$ cat src/rtl/cube_pkg.sv
// Shared types and timing helpers for the LED cube layer scanner.
package cube_pkg;

    typedef enum logic [1:0] {StShift, StBlank, StLatch, StShow} state_e;

    // Counter width that never collapses to zero bits.
    function automatic int unsigned cnt_w(input int unsigned v);
        return (v > 1) ? $clog2(v) : 1;
    endfunction

    function automatic int unsigned idx(input int unsigned x, input int unsigned y,
                                        input int unsigned z, input int unsigned n);
        return z * n * n + y * n + x;
    endfunction

    function automatic int unsigned shift_cycles(input int unsigned n,
                                                 input int unsigned sclk_div);
        return n * n * 2 * sclk_div;
    endfunction

    function automatic int unsigned layer_period(input int unsigned n, input int unsigned sclk_div,
                                                 input int unsigned blank, input int unsigned dwell);
        return shift_cycles(n, sclk_div) + blank + 1 + dwell;
    endfunction

    localparam int unsigned DefaultLayerPeriod = layer_period(8, 2, 16, 1024);

endpackage

$ cat src/rtl/cube_shift_out.sv
// Parallel-load serialiser: MSB first, each bit held SCLK_DIV cycles low then SCLK_DIV high.
module cube_shift_out
    import cube_pkg::*;
#(
    parameter int unsigned WIDTH    = 64,
    parameter int unsigned SCLK_DIV = 2
) (
    input  logic             clk_i,
    input  logic             reset_i,
    input  logic             start_i,
    input  logic [WIDTH-1:0] data_i,
    output logic             done_o,
    output logic             ser_data_o,
    output logic             ser_clk_o
);

    localparam int unsigned DW = cnt_w(SCLK_DIV);
    localparam int unsigned BW = cnt_w(WIDTH);
    localparam logic [DW-1:0] DivLast = DW'(SCLK_DIV - 1);
    localparam logic [BW-1:0] BitLast = BW'(WIDTH - 1);

    logic             active_q, active_d;
    logic             hi_q, hi_d;
    logic [DW-1:0]    div_q, div_d;
    logic [BW-1:0]    left_q, left_d;
    logic [WIDTH-1:0] sreg_q, sreg_d;

    logic             cur_active, cur_hi;
    logic [DW-1:0]    cur_div;
    logic [BW-1:0]    cur_left;
    logic [WIDTH-1:0] cur_sreg;

    // The start cycle already presents the first bit, so it is folded in combinationally.
    always_comb begin
        cur_active = start_i | active_q;
        cur_hi     = start_i ? 1'b0 : hi_q;
        cur_div    = start_i ? '0 : div_q;
        cur_left   = start_i ? BitLast : left_q;
        cur_sreg   = start_i ? data_i : sreg_q;

        active_d = cur_active;
        hi_d     = cur_hi;
        div_d    = cur_div;
        left_d   = cur_left;
        sreg_d   = cur_sreg;
        done_o   = 1'b0;

        if (cur_active) begin
            if (cur_div == DivLast) begin
                div_d = '0;
                hi_d  = ~cur_hi;
                if (cur_hi) begin
                    if (cur_left == '0) begin
                        done_o   = 1'b1;
                        active_d = 1'b0;
                    end else begin
                        left_d = cur_left - 1'b1;
                        sreg_d = cur_sreg << 1;
                    end
                end
            end else begin
                div_d = cur_div + 1'b1;
            end
        end

        ser_data_o = cur_active & cur_sreg[WIDTH-1];
        ser_clk_o  = cur_active & cur_hi;
    end

    always_ff @(posedge clk_i) begin
        if (reset_i) begin
            active_q <= 1'b0;
            hi_q     <= 1'b0;
            div_q    <= '0;
            left_q   <= BitLast;
            sreg_q   <= '0;
        end else begin
            active_q <= active_d;
            hi_q     <= hi_d;
            div_q    <= div_d;
            left_q   <= left_d;
            sreg_q   <= sreg_d;
        end
    end

endmodule

$ cat src/rtl/cube_layer_scanner.sv
// Multiplexes an N x N x N LED cube layer by layer from a double-buffered frame.
module cube_layer_scanner
    import cube_pkg::*;
#(
    parameter int unsigned N        = 8,
    parameter int unsigned DWELL    = 1024,
    parameter int unsigned BLANK    = 16,
    parameter int unsigned SCLK_DIV = 2
) (
    input  logic                 Clk,
    input  logic                 Reset,
    input  logic [N*N*N-1:0]     Cells,
    input  logic                 Frame_valid,
    output logic                 Frame_ack,
    output logic                 Frame_start,
    output logic                 Ser_data,
    output logic                 Ser_clk,
    output logic                 Ser_latch,
    output logic [N-1:0]         Layer_en,
    output logic [$clog2(N)-1:0] Layer_idx
);

    localparam int unsigned NN = N * N;
    localparam int unsigned IW = $clog2(N);
    localparam int unsigned CW = cnt_w((BLANK > DWELL) ? BLANK : DWELL);
    localparam logic [IW-1:0] LastLayer = IW'(N - 1);
    localparam logic [CW-1:0] BlankLast = CW'(BLANK - 1);
    localparam logic [CW-1:0] DwellLast = CW'(DWELL - 1);

    state_e           state_q, state_d;
    logic             first_q, first_d;
    logic [IW-1:0]    idx_q, idx_d;
    logic [N-1:0]     en_q, en_d;
    logic [CW-1:0]    cnt_q, cnt_d;
    logic [N*N*N-1:0] shadow_q, shadow_d;
    logic [NN-1:0]    layer_bits;
    logic             shift_start, shift_done;

    // Cells is only looked at on the first SHIFT cycle of layer 0, so a frame never tears.
    always_comb begin
        Frame_start = first_q && (idx_q == '0) && !Reset;
        Frame_ack   = Frame_start && Frame_valid;
        shift_start = first_q && !Reset;
        shadow_d    = Frame_ack ? Cells : shadow_q;
        layer_bits  = shadow_d[32'(idx_q) * NN +: NN];
        Ser_latch   = (state_q == StLatch) && !Reset;
        Layer_en    = en_q;
        Layer_idx   = idx_q;
    end

    always_comb begin
        state_d = state_q;
        first_d = 1'b0;
        idx_d   = idx_q;
        en_d    = en_q;
        cnt_d   = cnt_q;
        unique case (state_q)
            StShift: begin
                if (shift_done) begin
                    state_d = StBlank;
                    en_d    = '0;
                    cnt_d   = '0;
                end
            end
            StBlank: begin
                if (cnt_q == BlankLast) begin
                    state_d = StLatch;
                end else begin
                    cnt_d = cnt_q + 1'b1;
                end
            end
            StLatch: begin
                state_d     = StShow;
                en_d        = '0;
                en_d[idx_q] = 1'b1;
                cnt_d       = '0;
            end
            StShow: begin
                if (cnt_q == DwellLast) begin
                    state_d = StShift;
                    first_d = 1'b1;
                    cnt_d   = '0;
                    idx_d   = (idx_q == LastLayer) ? '0 : idx_q + 1'b1;
                end else begin
                    cnt_d = cnt_q + 1'b1;
                end
            end
            default: state_d = StShift;
        endcase
    end

    always_ff @(posedge Clk) begin
        if (Reset) begin
            state_q  <= StShift;
            first_q  <= 1'b1;
            idx_q    <= '0;
            en_q     <= '0;
            cnt_q    <= '0;
            shadow_q <= '0;
        end else begin
            state_q  <= state_d;
            first_q  <= first_d;
            idx_q    <= idx_d;
            en_q     <= en_d;
            cnt_q    <= cnt_d;
            shadow_q <= shadow_d;
        end
    end

    cube_shift_out #(
        .WIDTH    (NN),
        .SCLK_DIV (SCLK_DIV)
    ) u_shift_out (
        .clk_i      (Clk),
        .reset_i    (Reset),
        .start_i    (shift_start),
        .data_i     (layer_bits),
        .done_o     (shift_done),
        .ser_data_o (Ser_data),
        .ser_clk_o  (Ser_clk)
    );

endmodule
$ cat config.mk
export PLATFORM = sky130hd
export DESIGN_NAME = cube_layer_scanner
export DESIGN_NICKNAME = d
export VERILOG_FILES = /design/src/rtl/cube_pkg.sv /design/src/rtl/cube_shift_out.sv /design/src/rtl/cube_layer_scanner.sv
export SDC_FILE = /design/constraint.sdc
export NUM_CORES = 1
export LEC_CHECK = 0
export CORE_MARGIN = 1
export CORE_UTILIZATION = 45
export DETAILED_ROUTE_END_ITERATION = 8
export MAX_ROUTING_LAYER = met4
export PLACE_DENSITY = 0.73
export SLEW_MARGIN = 20
export SYNTH_ARGS = -nofsm -noshare
export SYNTH_HDL_FRONTEND = slang
export SYNTH_SLANG_ARGS = --single-unit
$ cat constraint.sdc
create_clock -name Clk -period 3.55 [get_ports Clk]
set_input_delay 0.8875 -clock Clk [delete_from_list [all_inputs] [get_ports Clk]]
set_output_delay 0.8875 -clock Clk [all_outputs]
set_load 0.01 [all_outputs]
==> results.txt, run 1 <==
outcome: finished clean
I/O pins: 531
CTS root buf: clkbuf_16
Worst VDD drop: 0.348 mV
commonest non-fill, non-tap cell in the layout: nand2_1
register area share after synthesis: 46.0%
initial antenna violation count: 28
fin crit period: 3.45 ns
relative slew slack: 23.8%
Synth warnings: 0
Clock Power Share: 44.0%
number of enable flip-flop cells after synthesis: 0
final wirelength: 97,500 um
fmax: 290 MHz
sequential fraction of design power: 44.4%
# rows: 88
fin crit share: 97.3%
ys async rst share: 0%
CP max FO: 4
CTS tree: built
synthesized cell area: 0.0265 mm2
GPL Wtd Cong: 0.918
Syn Inst Count: 3,076
die footprint: 0.0598 mm2
Yosys reg bits: 609
worst reg-to-reg setup slack: 0.18 ns
final setup violating endpoints: 0
PwrDens: 455 mW/mm2
# port buffers: 530
unrepaired setup endpoints after global routing: no
synth-to-layout area growth: 33.9%
clock buffer count from CTS: 68
first-pass GRT wire length: 142,000 um
Max H-tree Level: 3
WS Path Type: reg -> out
# nets final: 4,095
Avg Synthesized Cell Area: 8.61 um2
hpwl dp: 68,600 um
ranking of synthesized cells by area: dfxtp_1 46%, mux2i_1 10%, nand2_1 9.0%
Top FF cell, synth: dfxtp_1
Layout Utilization: 61.2%
Final Slew Violations: 0
R2R depth: 12
Synthesized Nets: 3,602
worst hold path class: reg -> reg
CP Launch Type: flip-flop
residual DRC count: 0
detailed-route via count: 25,000
top cell type's share of synthesized area: 46.0%
commonest cells after routing, fill and taps aside: 632 x nand2_1, 607 x dfxtp_1, 527 x clkdlybuf4s50_1
Worst Tran Pin Value: 1.14 ns
Initial Util: 45.7%
Switching Share: 24.0%
final hold vios: 0
crit end category: output pin
P_sw: 0.00387 W
crit path capture: Ser_data
vias in the first global route: 23,200
die span in x: 245 um
clock latency on the worst-skew pair: 0.60 ns
combinational power share: 11.7%
required time worst endpoint: 2.66 ns
Placeable Area: 0.0579 mm2
final global-route overflow total: 0
Critical Path AT: 2.57 ns
clock sink total: 609
DR iter-0 viols: 2,641
Total GRT Usage: 32.3%
skew final: 0.0168 ns
setup TNS: 0 ns
Synth area leader: dfxtp_1
reg2reg start: Layer_idx[1]
clock-pin slew on the worst setup and hold paths: 0.06 ns
DIE HEIGHT: 245 um
Critical Path Source: Layer_idx[1]
cell-internal power: 0.0122 W
Post-CTS Hold Buffers: 0
Max-cap violations: 0
antenna violation net count after detailed routing: 0
pin count of the biggest net entering global routing: 188
reg-to-reg endpoint: u_shift_out.sreg_q[57]
layout cells sized above 1: 9.13%
Distinct cells, synth: 69
P_leak: 14.4 nW
post-DR vias/cell: 5.67
drt first pass iters: 5
post-DR wirelength/cell: 22.1 um
Max Buffers Root-to-Sink: 3
power by group through the flow:
stage | Sequential (W) | Combinational, W | Clock (W)
4_1_cts | 0.00715 | 0.00187 | 0.00715
3_3_place_gp | 0.00729 | 0.00184 | 0
6_report | 0.00715 | 0.00188 | 0.00708
3_5_place_dp | 0.00729 | 0.00185 | 0
5_1_grt | 0.00717 | 0.00201 | 0.00742
2_1_floorplan | 0.00727 | 0.000856 | 0
synthesized netlist by cell type, drive strengths merged, types with 14 or more instances:
cell,count
a22o,35
a221o,41
o21ai,40
a211oi,24
o211ai,37
a21oi,400
mux2i,268
nand2,634
clkbuf,166
o211a,14
nand3,39
mux4,15
a32oi,18
buf,106
and3,26
o22ai,15
nor2,282
and2,17
a31oi,53
dfxtp,609
a2bb2oi,27
worst min-delay path by stage:
stage,start,to,slack (ns),cells after the start
2_1_floorplan,shadow_q[500],shadow_q[500],0.43,2
3_3_place_gp,shadow_q[508],shadow_q[508],0.44,2
3_5_place_dp,shadow_q[494],shadow_q[494],0.44,2
4_1_cts,shadow_q[471],shadow_q[471],0.45,2
5_1_grt,shadow_q[485],shadow_q[485],0.46,2
6_report,shadow_q[471],shadow_q[471],0.45,2
state kept, by name, indices dropped and copies added (netlist names), 2 cells and up:
register            flops
u_shift_out.sreg_q     64
Layer_en                8
Layer_idx               3
cnt_q                  10
shadow_q              512
state_q                 2
u_shift_out.left_q      6
metal layers:
layer / GRT usage (%) / up-vias / part of all wire (%)
met5: - / - / 0
met1: 42.4 / 11900 / 42
met3: 6.60 / 149 / 8.9
met2: 49.7 / 1076 / 46
met4: 10.1 / 0 / 2.6
li1: - / 11900 / -
cell type report:
type / instances / area [um2]
diodes: 26 / 65.1
clock buffers: 96 / 2010
clock inverters: 18 / 203
fillers: 5117 / 22500
inverters: 9 / 48.8
multi-input cells: 2186 / 13100
flip-flops and latches: 609 / 12200
well taps: 765 / 957
repair buffers: 695 / 6820
per-stage QoR:
step	hold WS [ns]	instance area (um2)	instances	setup slack [ns]	total power, W
5_1_grt	0.463	35400	4403	0.0137	0.0166
6_report	0.449	35400	4404	0.0966	0.0161
4_1_cts	0.450	35400	4378	-0.0231	0.0162
3_3_place_gp	0.438	33100	4261	-0.493	0.00913
2_1_floorplan	0.427	26500	3076	0.0437	0.00813
3_5_place_dp	0.443	33100	4262	-0.514	0.00915
critical path, cell delays in order, from the launching register on:
cell and delay, ns:
dfxtp_4 0.37, inv_4 0.04, ha_4 0.15, and4bb_4 0.22, nand2_8 0.09, mux4_2 0.48
a22o_1 0.25, o21ai_2 0.13, nand2_1 0.09, buf_6 0.13
kinds of logic (layout without fill, tap and decap cells):
logic type / after synthesis / count (layout) / synth area share, %
multiplexers: 295 / 295 / 11.9
other: 0 / 26 / 0
adder cells (fa/ha/maj): 11 / 11 / 0.520
AO/OA/AOI/OAI: 824 / 824 / 20.5
flip-flops: 609 / 609 / 46.0
buffers and inverters: 281 / 818 / 4.76
XOR/XNOR: 9 / 9 / 0.298
AND/OR/NAND/NOR: 1047 / 1047 / 16.0
what timing repair did:
action,in CTS,in global routing
buffers inserted,2,0
pin swaps,5,1
gates resized for setup,14,2
endpoints found under the setup margin,2,1
Power figures use the tool's default switching activity.
==> inputs of run 2 (changes only) <==
--- a/config.mk
+++ b/config.mk
@@ -9,7 +9,7 @@
 export CORE_UTILIZATION = 45
 export DETAILED_ROUTE_END_ITERATION = 8
 export MAX_ROUTING_LAYER = met4
-export PLACE_DENSITY = 0.73
+export PLACE_DENSITY = 0.7
 export SLEW_MARGIN = 20
 export SYNTH_ARGS = -nofsm -noshare
 export SYNTH_HDL_FRONTEND = slang
==> constraint.sdc (replaced) <==
create_clock -name Clk -period 3.25 [get_ports Clk]
set_input_delay 0.8125 -clock Clk [delete_from_list [all_inputs] [get_ports Clk]]
set_output_delay 0.8125 -clock Clk [all_outputs]
set_load 0.01 [all_outputs]
==> run 2 against run 1 <==
Compared with the run above:
- the flow now finishes with violations (negative setup slack)
- sequential power up 9.2%
- die area unchanged
- critical path depth stayed put
- design area increased by 0.61%
- first-iteration DRC count is 5.8% lower
- largest power group is now the clock network
==> results.txt, run 2 (same netlist as run 1, synthesis figures left out) <==
outcome: complete, but fails checks (was finished clean)
failing checks: negative setup slack
commonest non-fill, non-tap cell in the layout: nand2_1 (unchanged)
Total GRT Usage: 33.5% (was 32.3%)
worst hold path class: reg -> reg (unchanged)
combinational power share: 11.8% (was 11.7%)
multi-input logic area: 0.0131 mm2 (about the same)
register area: 0.0122 mm2 (unchanged)
number of flip-flops in the largest register: 512 (unchanged)
Final Slew Violations: 0 (unchanged)
final setup violating endpoints: 3 (was 0)
skew final: 0.0290 ns (was 0.0168 ns)
required time worst endpoint: 2.44 ns (was 2.66 ns)
commonest cells after routing, fill and taps aside: 632 x nand2_1, 607 x dfxtp_1, 527 x clkdlybuf4s50_1 (unchanged)
final hold vios: 0 (unchanged)
Hold WS: 0.451 ns (was 0.449 ns)
die footprint: 0.0598 mm2 (unchanged)
R2R depth: 7 (was 12)
CP Launch Type: flip-flop (unchanged)
CP max stage delay: 0.49 ns (was 0.48 ns)
vias in the first global route: 24,300 (was 23,200)
CP max FO: 4 (unchanged)
final global-route overflow total: 0 (unchanged)
post-route setup slack: -0.245 ns (was 0.0966 ns)
GPL Wtd Cong: 0.901 (was 0.918)
initial antenna violation count: 32 (was 28)
pin count of the biggest net entering global routing: 171 (was 188)
Max-cap violations: 0 (unchanged)
Worst Tran Pin Value: 1.11 ns (was 1.14 ns)
drt first pass iters: 7 (was 5)
detailed-route via count: 25,500 (was 25,000)
P_leak: 14.5 nW (was 14.4 nW)
PwrDens: 498 mW/mm2 (was 455 mW/mm2)
clock buffer count from CTS: 68 (unchanged)
CTS root buf: clkbuf_16 (unchanged)
cell-internal power: 0.0135 W (was 0.0122 W)
Worst VDD drop: 0.435 mV (was 0.348 mV)
die span in x: 245 um (unchanged)
# rows: 88 (unchanged)
unrepaired setup endpoints after global routing: yes (was no)
Critical Path AT: 2.68 ns (was 2.57 ns)
layout cells sized above 1: 9.37% (was 9.13%)
Max Buffers Root-to-Sink: 3 (unchanged)
final wirelength: 100,000 um (was 97,500 um)
worst path cell trace: inv_4, ha_4, and4bb_2, nand2_8, mux4_2, a22o_1, o21ai_1, nand2_1, buf_2 (was inv_4, ha_4, and4bb_4, nand2_8, mux4_2, a22o_1, o21ai_2, nand2_1, buf_6)
relative slew slack: 25.3% (was 23.8%)
placed cell count: 4,272 (was 4,262)
Switching Share: 23.8% (was 24.0%)
Post-CTS Hold Buffers: 0 (unchanged)
DIE HEIGHT: 245 um (unchanged)
clock-pin slew on the worst setup and hold paths: 0.06 ns (about the same)
Initial Util: 45.7% (unchanged)
DR iter-0 viols: 2,489 (was 2,641)
Biggest register: shadow_q (unchanged)
antenna violation net count after detailed routing: 0 (unchanged)
residual DRC count: 0 (unchanged)
Placeable Area: 0.0579 mm2 (unchanged)
Clock Power Share: 44.2% (was 44.0%)
clock sink total: 609 (unchanged)
crit end category: output pin (unchanged)
first-pass GRT wire length: 148,000 um (was 142,000 um)
fin crit share: 108%
I/O pins: 531 (unchanged)
synth-to-layout area growth: 34.7% (was 33.9%)
Slowest-stage cell, CP: mux4_2 (unchanged)
post-DR vias/cell: 5.77 (was 5.67)
sequential fraction of design power: 44.0% (was 44.4%)
Fillers: 4,962 (was 5,117)
P_sw: 0.00423 W (was 0.00387 W)
# nets final: 4,108 (was 4,095)
Regs by FF count: shadow_q x512, u_shift_out.sreg_q x64, cnt_q x10 (unchanged)
WS Path Type: reg -> out (unchanged)
fmax: 286 MHz
# port buffers: 530 (unchanged)
post-DR wirelength/cell: 22.7 um (was 22.1 um)
hold-critical path depth: 2 (unchanged)
Max H-tree Level: 3 (unchanged)
clock latency on the worst-skew pair: 0.61 ns (was 0.60 ns)
Final Non-Filler Cells: 4,422 (was 4,404)
hpwl dp: 72,500 um (was 68,600 um)
fin crit period: 3.50 ns
CTS tree: built (unchanged)
[run 2: power by group through the flow]
stage               combinational [W]  clock, W  sequential [W]
floorplan                    0.000935         0         0.00794
global placement              0.00203         0         0.00796
detailed placement            0.00206         0         0.00797
CTS                           0.00207   0.00795         0.00781
global route                  0.00223   0.00829         0.00783
finish                        0.00210   0.00785         0.00781
[run 2: timing repair]
| item | 4_1_cts | 5_1_grt |
|---|---|---|
| endpoints found under the hold margin | 0 | 0 |
| resized for setup | 13 | 4 |
| pin swaps | 6 | 4 |
| cloned | 0 | 0 |
| setup buffers | 2 | 2 |
| endpoints found under the setup margin | 4 | 15 |
[run 2: layer usage]
metal,global-route usage (%),routed length (um)
met1,44.0,42300
met2,51.2,46400
met3,6.09,8520
met4,12.3,3130
met5,-,0
[run 2: path summary, 6_finish.rpt]
| check | from | to | slack [ns] |
|---|---|---|---|
| worst min register to register | shadow_q[511] | shadow_q[511] | 0.45 |
| worst max register to register | Layer_idx[1] | u_shift_out.sreg_q[54] | -0.01 |
| worst min-delay path | shadow_q[511] | shadow_q[511] | 0.45 |
| worst max-delay path | Layer_idx[0] | Ser_data | -0.25 |
[run 2: through the flow]
step / TNS (ns) / total power [W] / area [um2] / util [%] / worst slack (ns)
floorplan: -0.0665 / 0.00888 / 26500 / - / -0.0665
global placement: -47.14 / 0.00999 / 33200 / 57.4 / -0.675
detailed placement: -53.59 / 0.0100 / 33200 / 57.4 / -0.615
CTS: -0.309 / 0.0178 / 35500 / 61.4 / -0.309
global route: -1.12 / 0.0184 / 35700 / 61.6 / -0.317
finish: -0.257 / 0.0178 / 35700 / 61.6 / -0.245
[run 2: cell type report]
type,count,area share (%)
Antenna cell,29,0.203
Clock buffer,104,5.90
Clock inverter,12,0.467
Inverter,9,0.130
Multi-Input combinational cell,2186,36.8
Sequential cell,609,34.2
Tap cell,765,2.68
Timing Repair Buffer,708,19.6
[run 2: worst max-delay path, delay by kind of cell, from the launching register on]
kind                       cells  cell delay (ns)
AOI/OAI and AO/OA              2             0.41
adders and majority gates      1             0.15
buffers and inverters          2             0.20
DFF                            1             0.35
muxes                          1             0.49
and+or+nand+nor                3             0.47
